[src/rtl/eros_cpu_obi_demux_pkg.sv]
// eros_cpu_obi_demux_pkg: address-map rule type, private CPU map and demux constants.
package addr_map_rule_pkg;
    typedef struct packed {
        logic [31:0] idx;
        logic [31:0] start_addr;
        logic [31:0] end_addr;
    } addr_map_rule_t;
endpackage

package eros_pkg;
    import addr_map_rule_pkg::*;
    localparam int CPU_XBAR_SLAVE = 2;
    localparam int CPU_XBAR_NRULES = 3;
    localparam logic [31:0] ERR_RDATA = 32'hBADA_CCE5;
    typedef logic [$clog2(CPU_XBAR_SLAVE+1)-1:0] cpu_demux_tgt_t;
    // Rule 0 is the rightmost element: private CPU registers first, then system bus windows.
    localparam addr_map_rule_t [CPU_XBAR_NRULES-1:0] CPU_XBAR_ADDR_RULES = {
        addr_map_rule_t'{idx: 32'd0, start_addr: 32'h0000_0000, end_addr: 32'h4000_0000},
        addr_map_rule_t'{idx: 32'd0, start_addr: 32'hF001_0000, end_addr: 32'hFFFF_FFFF},
        addr_map_rule_t'{idx: 32'd1, start_addr: 32'hF000_0000, end_addr: 32'hF001_0000}
    };
endpackage

[src/rtl/eros_cpu_obi_demux_if.sv]
// eros_cpu_obi_demux_if: core-side OBI data port plus the per-slave fan-out bundle.
interface eros_cpu_obi_demux_if #(
    parameter int NSLAVE = eros_pkg::CPU_XBAR_SLAVE
);
    logic                   req_i, we_i;
    logic [31:0]            addr_i, wdata_i;
    logic [3:0]             be_i;
    logic                   gnt_o, rvalid_o, err_o;
    logic [31:0]            rdata_o;
    logic [NSLAVE-1:0]      slv_req_o, slv_we_o;
    logic [NSLAVE-1:0][31:0] slv_addr_o, slv_wdata_o;
    logic [NSLAVE-1:0][3:0] slv_be_o;
    logic [NSLAVE-1:0]      slv_gnt_i, slv_rvalid_i;
    logic [NSLAVE-1:0][31:0] slv_rdata_i;

    modport slave (
        input  req_i, we_i, addr_i, wdata_i, be_i, slv_gnt_i, slv_rvalid_i, slv_rdata_i,
        output gnt_o, rvalid_o, err_o, rdata_o, slv_req_o, slv_we_o, slv_addr_o, slv_wdata_o, slv_be_o
    );
    modport master (
        output req_i, we_i, addr_i, wdata_i, be_i, slv_gnt_i, slv_rvalid_i, slv_rdata_i,
        input  gnt_o, rvalid_o, err_o, rdata_o, slv_req_o, slv_we_o, slv_addr_o, slv_wdata_o, slv_be_o
    );
endinterface

[src/rtl/eros_addr_decode.sv]
// eros_addr_decode: combinational address-map matcher; lowest matching rule index wins.
module eros_addr_decode
    import addr_map_rule_pkg::*;
#(
    parameter int NRULES = eros_pkg::CPU_XBAR_NRULES,
    parameter int IW = 2,
    parameter addr_map_rule_t [NRULES-1:0] ADDR_RULES = eros_pkg::CPU_XBAR_ADDR_RULES
) (
    input  logic [31:0]   addr,
    output logic [IW-1:0] idx,
    output logic          match
);
    always_comb begin
        idx = '0;
        match = 1'b0;
        for (int i = NRULES - 1; i >= 0; i--)
            if (addr >= ADDR_RULES[i].start_addr && addr < ADDR_RULES[i].end_addr) begin
                idx = ADDR_RULES[i].idx[IW-1:0];
                match = 1'b1;
            end
    end
endmodule

[src/rtl/eros_cpu_obi_demux.sv]
// eros_cpu_obi_demux: per-core OBI demux over the private CPU map with in-order
// response tracking and an internal error responder for unmapped addresses.
module eros_cpu_obi_demux
    import addr_map_rule_pkg::*;
    import eros_pkg::*;
#(
    parameter int NSLAVE = CPU_XBAR_SLAVE,
    parameter int NRULES = CPU_XBAR_NRULES,
    parameter addr_map_rule_t [NRULES-1:0] ADDR_RULES = CPU_XBAR_ADDR_RULES,
    parameter int MAX_OUTSTANDING = 2
) (
    input logic clk_i,
    input logic rst_i,
    eros_cpu_obi_demux_if.slave bus
);
    localparam int TW = $clog2(NSLAVE + 1);
    localparam int CW = $clog2(MAX_OUTSTANDING + 1);
    localparam logic [TW-1:0] ERR = TW'(NSLAVE);

    logic [TW-1:0] idx, dec, tgt_q;
    logic [CW-1:0] cnt_q;
    logic          match, go, dec_err, tgt_err, err_pend_q, sel_gnt, sel_rvalid;
    logic [31:0]   sel_rdata;

    eros_addr_decode #(.NRULES(NRULES), .IW(TW), .ADDR_RULES(ADDR_RULES)) u_decode (
        .addr(bus.addr_i),
        .idx(idx),
        .match(match)
    );

    assign dec = match ? idx : ERR;
    assign dec_err = dec == ERR;
    assign tgt_err = tgt_q == ERR;
    // Switching target only once everything is answered keeps responses in order.
    assign go = bus.req_i && (cnt_q == '0 || dec == tgt_q) && cnt_q < CW'(MAX_OUTSTANDING);

    always_comb begin
        sel_gnt = 1'b0;
        sel_rvalid = 1'b0;
        sel_rdata = bus.slv_rdata_i[0];
        bus.slv_req_o = '0;
        for (int i = 0; i < NSLAVE; i++) begin
            bus.slv_req_o[i] = go && dec == TW'(i);
            if (dec == TW'(i)) sel_gnt = bus.slv_gnt_i[i];
            if (tgt_q == TW'(i)) begin
                sel_rvalid = bus.slv_rvalid_i[i];
                sel_rdata = bus.slv_rdata_i[i];
            end
        end
    end

    assign bus.slv_we_o = {NSLAVE{bus.we_i}};
    assign bus.slv_addr_o = {NSLAVE{bus.addr_i}};
    assign bus.slv_wdata_o = {NSLAVE{bus.wdata_i}};
    assign bus.slv_be_o = {NSLAVE{bus.be_i}};
    assign bus.gnt_o = go && (dec_err || sel_gnt);
    // Responses with nothing outstanding (e.g. after a reset) are dropped here.
    assign bus.rvalid_o = tgt_err ? err_pend_q : sel_rvalid && cnt_q != '0;
    assign bus.err_o = tgt_err && err_pend_q;
    assign bus.rdata_o = tgt_err ? ERR_RDATA : sel_rdata;

    always_ff @(posedge clk_i) begin
        if (rst_i) begin
            cnt_q <= '0;
            tgt_q <= '0;
            err_pend_q <= 1'b0;
        end else begin
            cnt_q <= cnt_q + CW'(bus.gnt_o) - CW'(bus.rvalid_o);
            if (bus.gnt_o) tgt_q <= dec;
            err_pend_q <= (bus.gnt_o && dec_err) || (err_pend_q && !bus.rvalid_o);
        end
    end
endmodule
[src/flat_wrapper.sv]
// flat-port wrapper written by rule: the top's interface ports become plain ports
module eros_cpu_obi_demux_flat import addr_map_rule_pkg::*; import eros_pkg::*;
#(
    parameter int NSLAVE = CPU_XBAR_SLAVE,
    parameter int NRULES = CPU_XBAR_NRULES,
    parameter addr_map_rule_t [NRULES-1:0] ADDR_RULES = CPU_XBAR_ADDR_RULES,
    parameter int MAX_OUTSTANDING = 2
)
  (clk_i, rst_i, bus_req_i, bus_we_i, bus_addr_i, bus_wdata_i, bus_be_i, bus_slv_gnt_i, bus_slv_rvalid_i, bus_slv_rdata_i, bus_gnt_o, bus_rvalid_o, bus_err_o, bus_rdata_o, bus_slv_req_o, bus_slv_we_o, bus_slv_addr_o, bus_slv_wdata_o, bus_slv_be_o);
  eros_cpu_obi_demux_if #(.NSLAVE(NSLAVE)) bus_i ();
  input logic clk_i;
  input logic rst_i;
  input wire logic [$bits(bus_i.req_i)-1:0] bus_req_i;
  input wire logic [$bits(bus_i.we_i)-1:0] bus_we_i;
  input wire logic [$bits(bus_i.addr_i)-1:0] bus_addr_i;
  input wire logic [$bits(bus_i.wdata_i)-1:0] bus_wdata_i;
  input wire logic [$bits(bus_i.be_i)-1:0] bus_be_i;
  input wire logic [$bits(bus_i.slv_gnt_i)-1:0] bus_slv_gnt_i;
  input wire logic [$bits(bus_i.slv_rvalid_i)-1:0] bus_slv_rvalid_i;
  input wire logic [$bits(bus_i.slv_rdata_i)-1:0] bus_slv_rdata_i;
  output wire logic [$bits(bus_i.gnt_o)-1:0] bus_gnt_o;
  output wire logic [$bits(bus_i.rvalid_o)-1:0] bus_rvalid_o;
  output wire logic [$bits(bus_i.err_o)-1:0] bus_err_o;
  output wire logic [$bits(bus_i.rdata_o)-1:0] bus_rdata_o;
  output wire logic [$bits(bus_i.slv_req_o)-1:0] bus_slv_req_o;
  output wire logic [$bits(bus_i.slv_we_o)-1:0] bus_slv_we_o;
  output wire logic [$bits(bus_i.slv_addr_o)-1:0] bus_slv_addr_o;
  output wire logic [$bits(bus_i.slv_wdata_o)-1:0] bus_slv_wdata_o;
  output wire logic [$bits(bus_i.slv_be_o)-1:0] bus_slv_be_o;
  assign bus_i.req_i = bus_req_i;
  assign bus_i.we_i = bus_we_i;
  assign bus_i.addr_i = bus_addr_i;
  assign bus_i.wdata_i = bus_wdata_i;
  assign bus_i.be_i = bus_be_i;
  assign bus_i.slv_gnt_i = bus_slv_gnt_i;
  assign bus_i.slv_rvalid_i = bus_slv_rvalid_i;
  assign bus_i.slv_rdata_i = bus_slv_rdata_i;
  assign bus_gnt_o = bus_i.gnt_o;
  assign bus_rvalid_o = bus_i.rvalid_o;
  assign bus_err_o = bus_i.err_o;
  assign bus_rdata_o = bus_i.rdata_o;
  assign bus_slv_req_o = bus_i.slv_req_o;
  assign bus_slv_we_o = bus_i.slv_we_o;
  assign bus_slv_addr_o = bus_i.slv_addr_o;
  assign bus_slv_wdata_o = bus_i.slv_wdata_o;
  assign bus_slv_be_o = bus_i.slv_be_o;
  eros_cpu_obi_demux #(.NSLAVE(NSLAVE), .NRULES(NRULES), .ADDR_RULES(ADDR_RULES), .MAX_OUTSTANDING(MAX_OUTSTANDING)) u_core (.clk_i(clk_i), .rst_i(rst_i), .bus(bus_i));
endmodule
[config.mk]
export PLATFORM = sky130hd
export DESIGN_NAME = eros_cpu_obi_demux_flat
export DESIGN_NICKNAME = d
export VERILOG_FILES = /design/src/rtl/eros_cpu_obi_demux_pkg.sv /design/src/rtl/eros_cpu_obi_demux_if.sv /design/src/rtl/eros_addr_decode.sv /design/src/rtl/eros_cpu_obi_demux.sv /design/src/flat_wrapper.sv
export SDC_FILE = /design/constraint.sdc
export NUM_CORES = 1
export LEC_CHECK = 0
export CAP_MARGIN = 20
export CORE_AREA = 2 2 123 125
export CTS_BUF_LIST = sky130_fd_sc_hd__clkbuf_4 sky130_fd_sc_hd__clkbuf_8 sky130_fd_sc_hd__clkbuf_16
export CTS_CLUSTER_DIAMETER = 50
export DETAILED_ROUTE_END_ITERATION = 7
export DIE_AREA = 0 0 125 127
export PLACE_DENSITY = 0.53
export SLEW_MARGIN = 25
export SYNTH_ARGS = -nofsm -noshare
export SYNTH_HDL_FRONTEND = slang
export SYNTH_SLANG_ARGS = --single-unit
[constraint.sdc]
create_clock -name clk_i -period 7.35 [get_ports clk_i]
set_input_delay 0.735 -clock clk_i [delete_from_list [all_inputs] [get_ports clk_i]]
set_output_delay 0.735 -clock clk_i [all_outputs]
set_load 0.005 [all_outputs]
==> results of run 1 <==
## power by group through the flow
stage / logic [W] / clock network, W / registers [W]
after floorplan: 0.000208 / 0 / 0.0000372
after global placement: 0.000337 / 0 / 0.0000388
after detailed placement: 0.000342 / 0 / 0.0000390
after CTS: 0.000344 / 0.0000933 / 0.0000386
after global routing: 0.000371 / 0.0000954 / 0.0000398
final: 0.000338 / 0.0000920 / 0.0000385
## path summary, 6_finish.rpt
kind                      from                end  cells past startpoint
max             bus_addr_i[13]          bus_gnt_o                      7
max reg2reg    u_core.tgt_q[0]    u_core.cnt_q[1]                     12
min reg2reg  u_core.err_pend_q  u_core.err_pend_q                      2
min          u_core.err_pend_q  u_core.err_pend_q                      2
## flip-flops by register name, summed over array words and instances (netlist names)
| signal | flops |
|---|---|
| u_core.err_pend_q | 1 |
| u_core.cnt_q | 2 |
| u_core.tgt_q | 2 |
## placed cells by master, fill, tap and decap left out, drive strengths merged, types with 2 or more instances in the layout
cell / netlist / layout
a211oi: 2 / 2
inv: 4 / 4
o21ai: 4 / 4
mux2i: 19 / 19
dfxtp: 5 / 5
and4: 2 / 2
clkdlybuf4s50: 0 / 203
nor4: 4 / 4
nor3: 2 / 2
or4: 2 / 2
nand2: 2 / 2
nor3b: 2 / 2
mux2: 13 / 13
a22o: 13 / 13
clkbuf: 9 / 4
nand4: 10 / 10
ha: 2 / 2
a21oi: 24 / 24
nand2b: 3 / 3
nor2: 29 / 29
## worst reg2reg max path, delay by kind of cell (launching register included)
kind / cells / cell delay [ps]
and+or+nand+nor: 2 / 700
AOI/OAI and AO/OA: 4 / 660
DFF: 1 / 570
adders and majority gates: 2 / 400
xor gates and xnor gates: 2 / 320
buffers and inverters: 2 / 130
## final cells by class
cell class	instances	area, um^2
fill	1590	10900
timing repair buffer	204	2040
multi-input combinational	145	1050
tap	184	230
sequential	5	103
clock buffer	4	82.6
inverter	4	15.0
## cell families (layout without fill, tap and decap cells)
| logic type | after synthesis | in the layout | share of synthesized area [%] |
|---|---|---|---|
| xor gates and xnor gates | 2 | 2 | 0.778 |
| buffers and inverters | 154 | 212 | 48.8 |
| muxes | 32 | 32 | 15.0 |
| DFF | 5 | 5 | 4.45 |
| adders and majority gates | 2 | 2 | 1.11 |
| and+or+nand+nor | 61 | 61 | 14.3 |
| AOI/OAI and AO/OA | 48 | 48 | 15.6 |
## through the flow
stage	util [%]	power (W)	area [um^2]	setup WS [ps]
after global routing	24.4	0.000506	3520	3170
after detailed placement	23.8	0.000381	3440	3370
after floorplan	-	0.000245	2250	4410
final	24.4	0.000468	3520	3360
after global placement	23.8	0.000376	3440	3410
after CTS	24.4	0.000476	3520	3350
## layer usage
layer  GRT usage, %  vias to the layer above
met4           1.76                        0
met2           14.7                      122
met1           10.1                      952
li1               -                     1032
met3           3.52                       21
met5              0                        -
==> run metrics, run 1 <==
Setup TNS=0 ps; placed cell count=542; Die Width=125 um; deepest clock path buffer count=2; ANT nets after route=0; DRC violations left=0; unrepaired setup endpoints after global routing=false; register area share after synthesis=4.45%; status=finished clean; DR WL met2=3490 um; Initial Util=15.6%; Final Max Tran Viols=0; ANT cells=0; Slowest cell on crit path=or4_4; synthesized instance count=304; TritonCTS clock tree=built; Worst setup SP type=input port; H-tree level count=1; max_slew headroom=39.6%; number of max-cap violations=0; Port Buffers=203; critical path required time=6610 ps; Syn Nets=446; met3 wire len=745 um; top cells by area, synth=buf_4, mux2i_1, mux2_2; DIE HEIGHT=127 um; mapped cell area=2250 um^2; flop and latch count out of synthesis=5; Post-synth ARST share=0%; total track usage=8.56%; worst skew pair latency=220 ps; detailed router's first-iteration violation count=35; minimum clock period=3990 ps; I/O pin cnt=315; YS warnings=0; row count=44; CTS root buf=clkbuf_16; worst-margin pin slew=906 ps; Final Net Count=505; Min Hold Slack=512 ps; post-synth top area cell=buf_4; share of layout cells above drive strength 1=8.84%; clock sink count=5; postcts setup bufs=0; top cell family by delay on the critical path=buffers and inverters; critical path type=in -> out; Tcrit/Tclk final=54.2%; Clk network pwr share=19.6%; top layer in use=met4; drt total wl=7470 um; number of flops mapped to enable cells by yosys=0; Post-Layout Cell Count=546; leakage=1.23 nW; Post-CTS Hold Buffers=0; CP Buf/Inv Count=2; RePlAce Congestion=0.742; die area=15,900 um^2; Core ar.=14,400 um^2; Hold Crit Class=reg -> reg; syn_area_per_cell=7.40 um^2; P_int=0.000316 W; via count=2,127; library cells used by synthesis=40; most numerous cell in the Yosys netlist=buf_4; vias in the first global route=2,087; Worst-path clk slew=30 ps; crit-path max cell delay=570 ps; pwr dens=133 nW/um^2; M1 WL=3100 um; final hold vios=0; P&R area growth vs syn=56.6%; element type at the critical path end=primary output; Layout Skew=0.684 ps; R2R setup slack=4460 ps; routed len/inst=13.7 um; CP Max Fanout=3; final setup vio count=0; router iterations before antenna repair=4; vias per cell=3.90; WP data arrival=3250 ps; HPWL Detailed=6140 um; most used flip-flop cell after synthesis=dfxtp_1; post-synth top area share=46.0%; Reg power frac=8.2%; post-cts sizing count=0; Net Sw Frac=32.5%; GRT overflow=0; combinational cell fraction of total power=72.1%; Fmax=251 MHz; CTS buffer count=3; Max VDD drop=101 uV; largest net degree at the start of global routing=45; global-route wire length before repair=11,300 um; antenna violations before repair=0; CP cell instances=clkdlybuf4s50_1, nand4_1, or4_4, o21ai_0, nand4_1, a21oi_2, clkdlybuf4s50_1; sw power=0.000152 W; commonest cells in the netlist=buf_4, nor2_1, a21oi_1
No activity file was read; power rests on OpenSTA's default activity.
==> run 2, diff against run 1 <==
- CORE_AREA: 2 2 123 125 -> 2 2 122 124
- DIE_AREA: 0 0 125 127 -> 0 0 124 126
- PLACE_DENSITY: 0.53 -> 0.56
- clock period: 7.35 -> 3.37 ns (I/O delays scaled with it)
==> run metrics, run 2 (synthesis gave the netlist of run 1 again) <==
Worst-path clk slew=30 ps (about the same); vias per cell=3.86 (-0.82%); status=finished clean; total track usage=8.53% (-0.033 points); CP Max Fanout=4 (+1); routed len/inst=13.2 um (-3.7%); RePlAce Congestion=0.720 (-2.9%); Fmax=313 MHz; crit-path max cell delay=570 ps (about the same); post-cts sizing count=0 (unchanged); deepest clock path buffer count=2 (unchanged); I/O pin cnt=315 (unchanged); biggest regs=u_core.cnt_q: 2 flops, u_core.tgt_q: 2 flops, u_core.err_pend_q: 1 flops; router iterations before antenna repair=4 (unchanged); TritonCTS clock tree=built; P&R area growth vs syn=57.8%; Post-CTS Hold Buffers=0 (unchanged); Min Hold Slack=487 ps (-25.0 ps); Clk network pwr share=19.6% (about the same); sw power=0.000334 W (+120%); most common cell after layout, fill and taps aside=clkdlybuf4s50_1; global-route wire length before repair=10,700 um (-4.7%); Net Sw Frac=32.4% (-0.098 points); largest net degree at the start of global routing=44 (-2.2%); critical path required time=3030 ps (-3580 ps); Max VDD drop=146 uV (+44%); vias in the first global route=2,170 (+4.0%); Core ar.=14,300 um^2 (-0.76%); Setup TNS=0 ps (unchanged); Reg power frac=8.2% (about the same); GRT overflow=0 (unchanged); Slowest cell on crit path=clkdlybuf4s50_1; pwr dens=290 nW/um^2 (+120%); Tcrit/Tclk final=94.8%; die area=15,600 um^2 (-1.6%); CP cell instances=clkdlybuf4s50_1, nand4_1, or4_4, o21ai_0, nand4_1, a21oi_2, clkdlybuf4s50_1; WP data arrival=2860 ps (-390 ps); most frequent cells in the layout=clkdlybuf4s50_1, nor2_1, a21oi_1; via count=2,125 (-0.094%); P_int=0.000697 W (+120%); detailed router's first-iteration violation count=37 (+5.7%); antenna violations before repair=0 (unchanged); max_slew headroom=63.3% (+24 points); critical path type=in -> out; postcts setup bufs=0 (unchanged); worst-margin pin slew=546 ps (-360 ps); HPWL Detailed=6090 um (-0.72%); minimum clock period=3200 ps; leakage=1.25 nW (+1.6%); CTS buffer count=3 (unchanged); DRC violations left=0 (unchanged); unrepaired setup endpoints after global routing=false; combinational cell fraction of total power=72.2% (about the same); number of max-cap violations=0 (unchanged); share of layout cells above drive strength 1=9.56% (+0.72 points); H-tree level count=1 (unchanged); Die Width=124 um (-0.80%); DIE HEIGHT=126 um (-0.79%); worst skew pair latency=230 ps (about the same); Layout Skew=3.42 ps (+2.74 ps); Final Net Count=509 (+0.79%); clock sink count=5 (unchanged); Initial Util=15.7% (+0.12 points); drt total wl=7250 um (-3.0%); row count=44 (unchanged); Port Buffers=203 (unchanged); ANT nets after route=0 (unchanged); Worst setup SP type=input port; element type at the critical path end=primary output; ANT cells=0 (unchanged); final setup vio count=0 (unchanged); final hold vios=0 (unchanged); Hold Crit Class=reg -> reg; Final Max Tran Viols=0 (unchanged); CTS root buf=clkbuf_16
## run 2: power groups by stage
stage | Combinational [W] | Clock, W | Sequential (W)
floorplan | 0.000454 | 0 | 0.0000811
CTS | 0.000759 | 0.000206 | 0.0000842
finish | 0.000745 | 0.000202 | 0.0000842
detailed placement | 0.000755 | 0 | 0.0000850
global route | 0.000816 | 0.000215 | 0.0000861
global placement | 0.000748 | 0 | 0.0000848
## run 2: cell type report
class | instances | area (um^2)
Timing Repair Buffer | 208 | 2070
Sequential cell | 5 | 103
Tap cell | 184 | 230
Multi-Input combinational cell | 145 | 1050
Inverter | 4 | 15.0
Clock buffer | 4 | 82.6
Fill cell | 1553 | 10800
## run 2: critical path, delay by kind of cell
family,cells,cell delay [ps]
buffers and inverters,2,1100
AOI/OAI and AO/OA,2,560
and+or+nand+nor,3,870
## run 2: metal layers
metal	track usage (%)	vias up	routed length, um
li1	-	1041	-
met1	9.70	959	2850
met2	15.1	115	3490
met3	3.44	10	857
met4	1.45	0	59
met5	0	-	0
## run 2: metrics by stage
step / area [um^2] / util (%) / std cells / setup slack, ps / power, W
floorplan: 2250 / - / 304 / 826 / 0.000535
detailed placement: 3470 / 24.2 / 546 / 67.5 / 0.000839
global placement: 3470 / 24.2 / 546 / 143 / 0.000832
finish: 3550 / 24.8 / 550 / 175 / 0.00103
global route: 3550 / 24.8 / 550 / 21.0 / 0.00112
CTS: 3550 / 24.8 / 550 / 187 / 0.00105
## run 2: final timing paths
path                           from                end  slack [ps]  cells past startpoint
hold / removal    u_core.err_pend_q  u_core.err_pend_q         490                      2
hold reg to reg   u_core.err_pend_q  u_core.err_pend_q         490                      2
setup / recovery     bus_addr_i[17]          bus_gnt_o         170                      7
setup reg to reg    u_core.tgt_q[0]    u_core.cnt_q[1]         840                     12
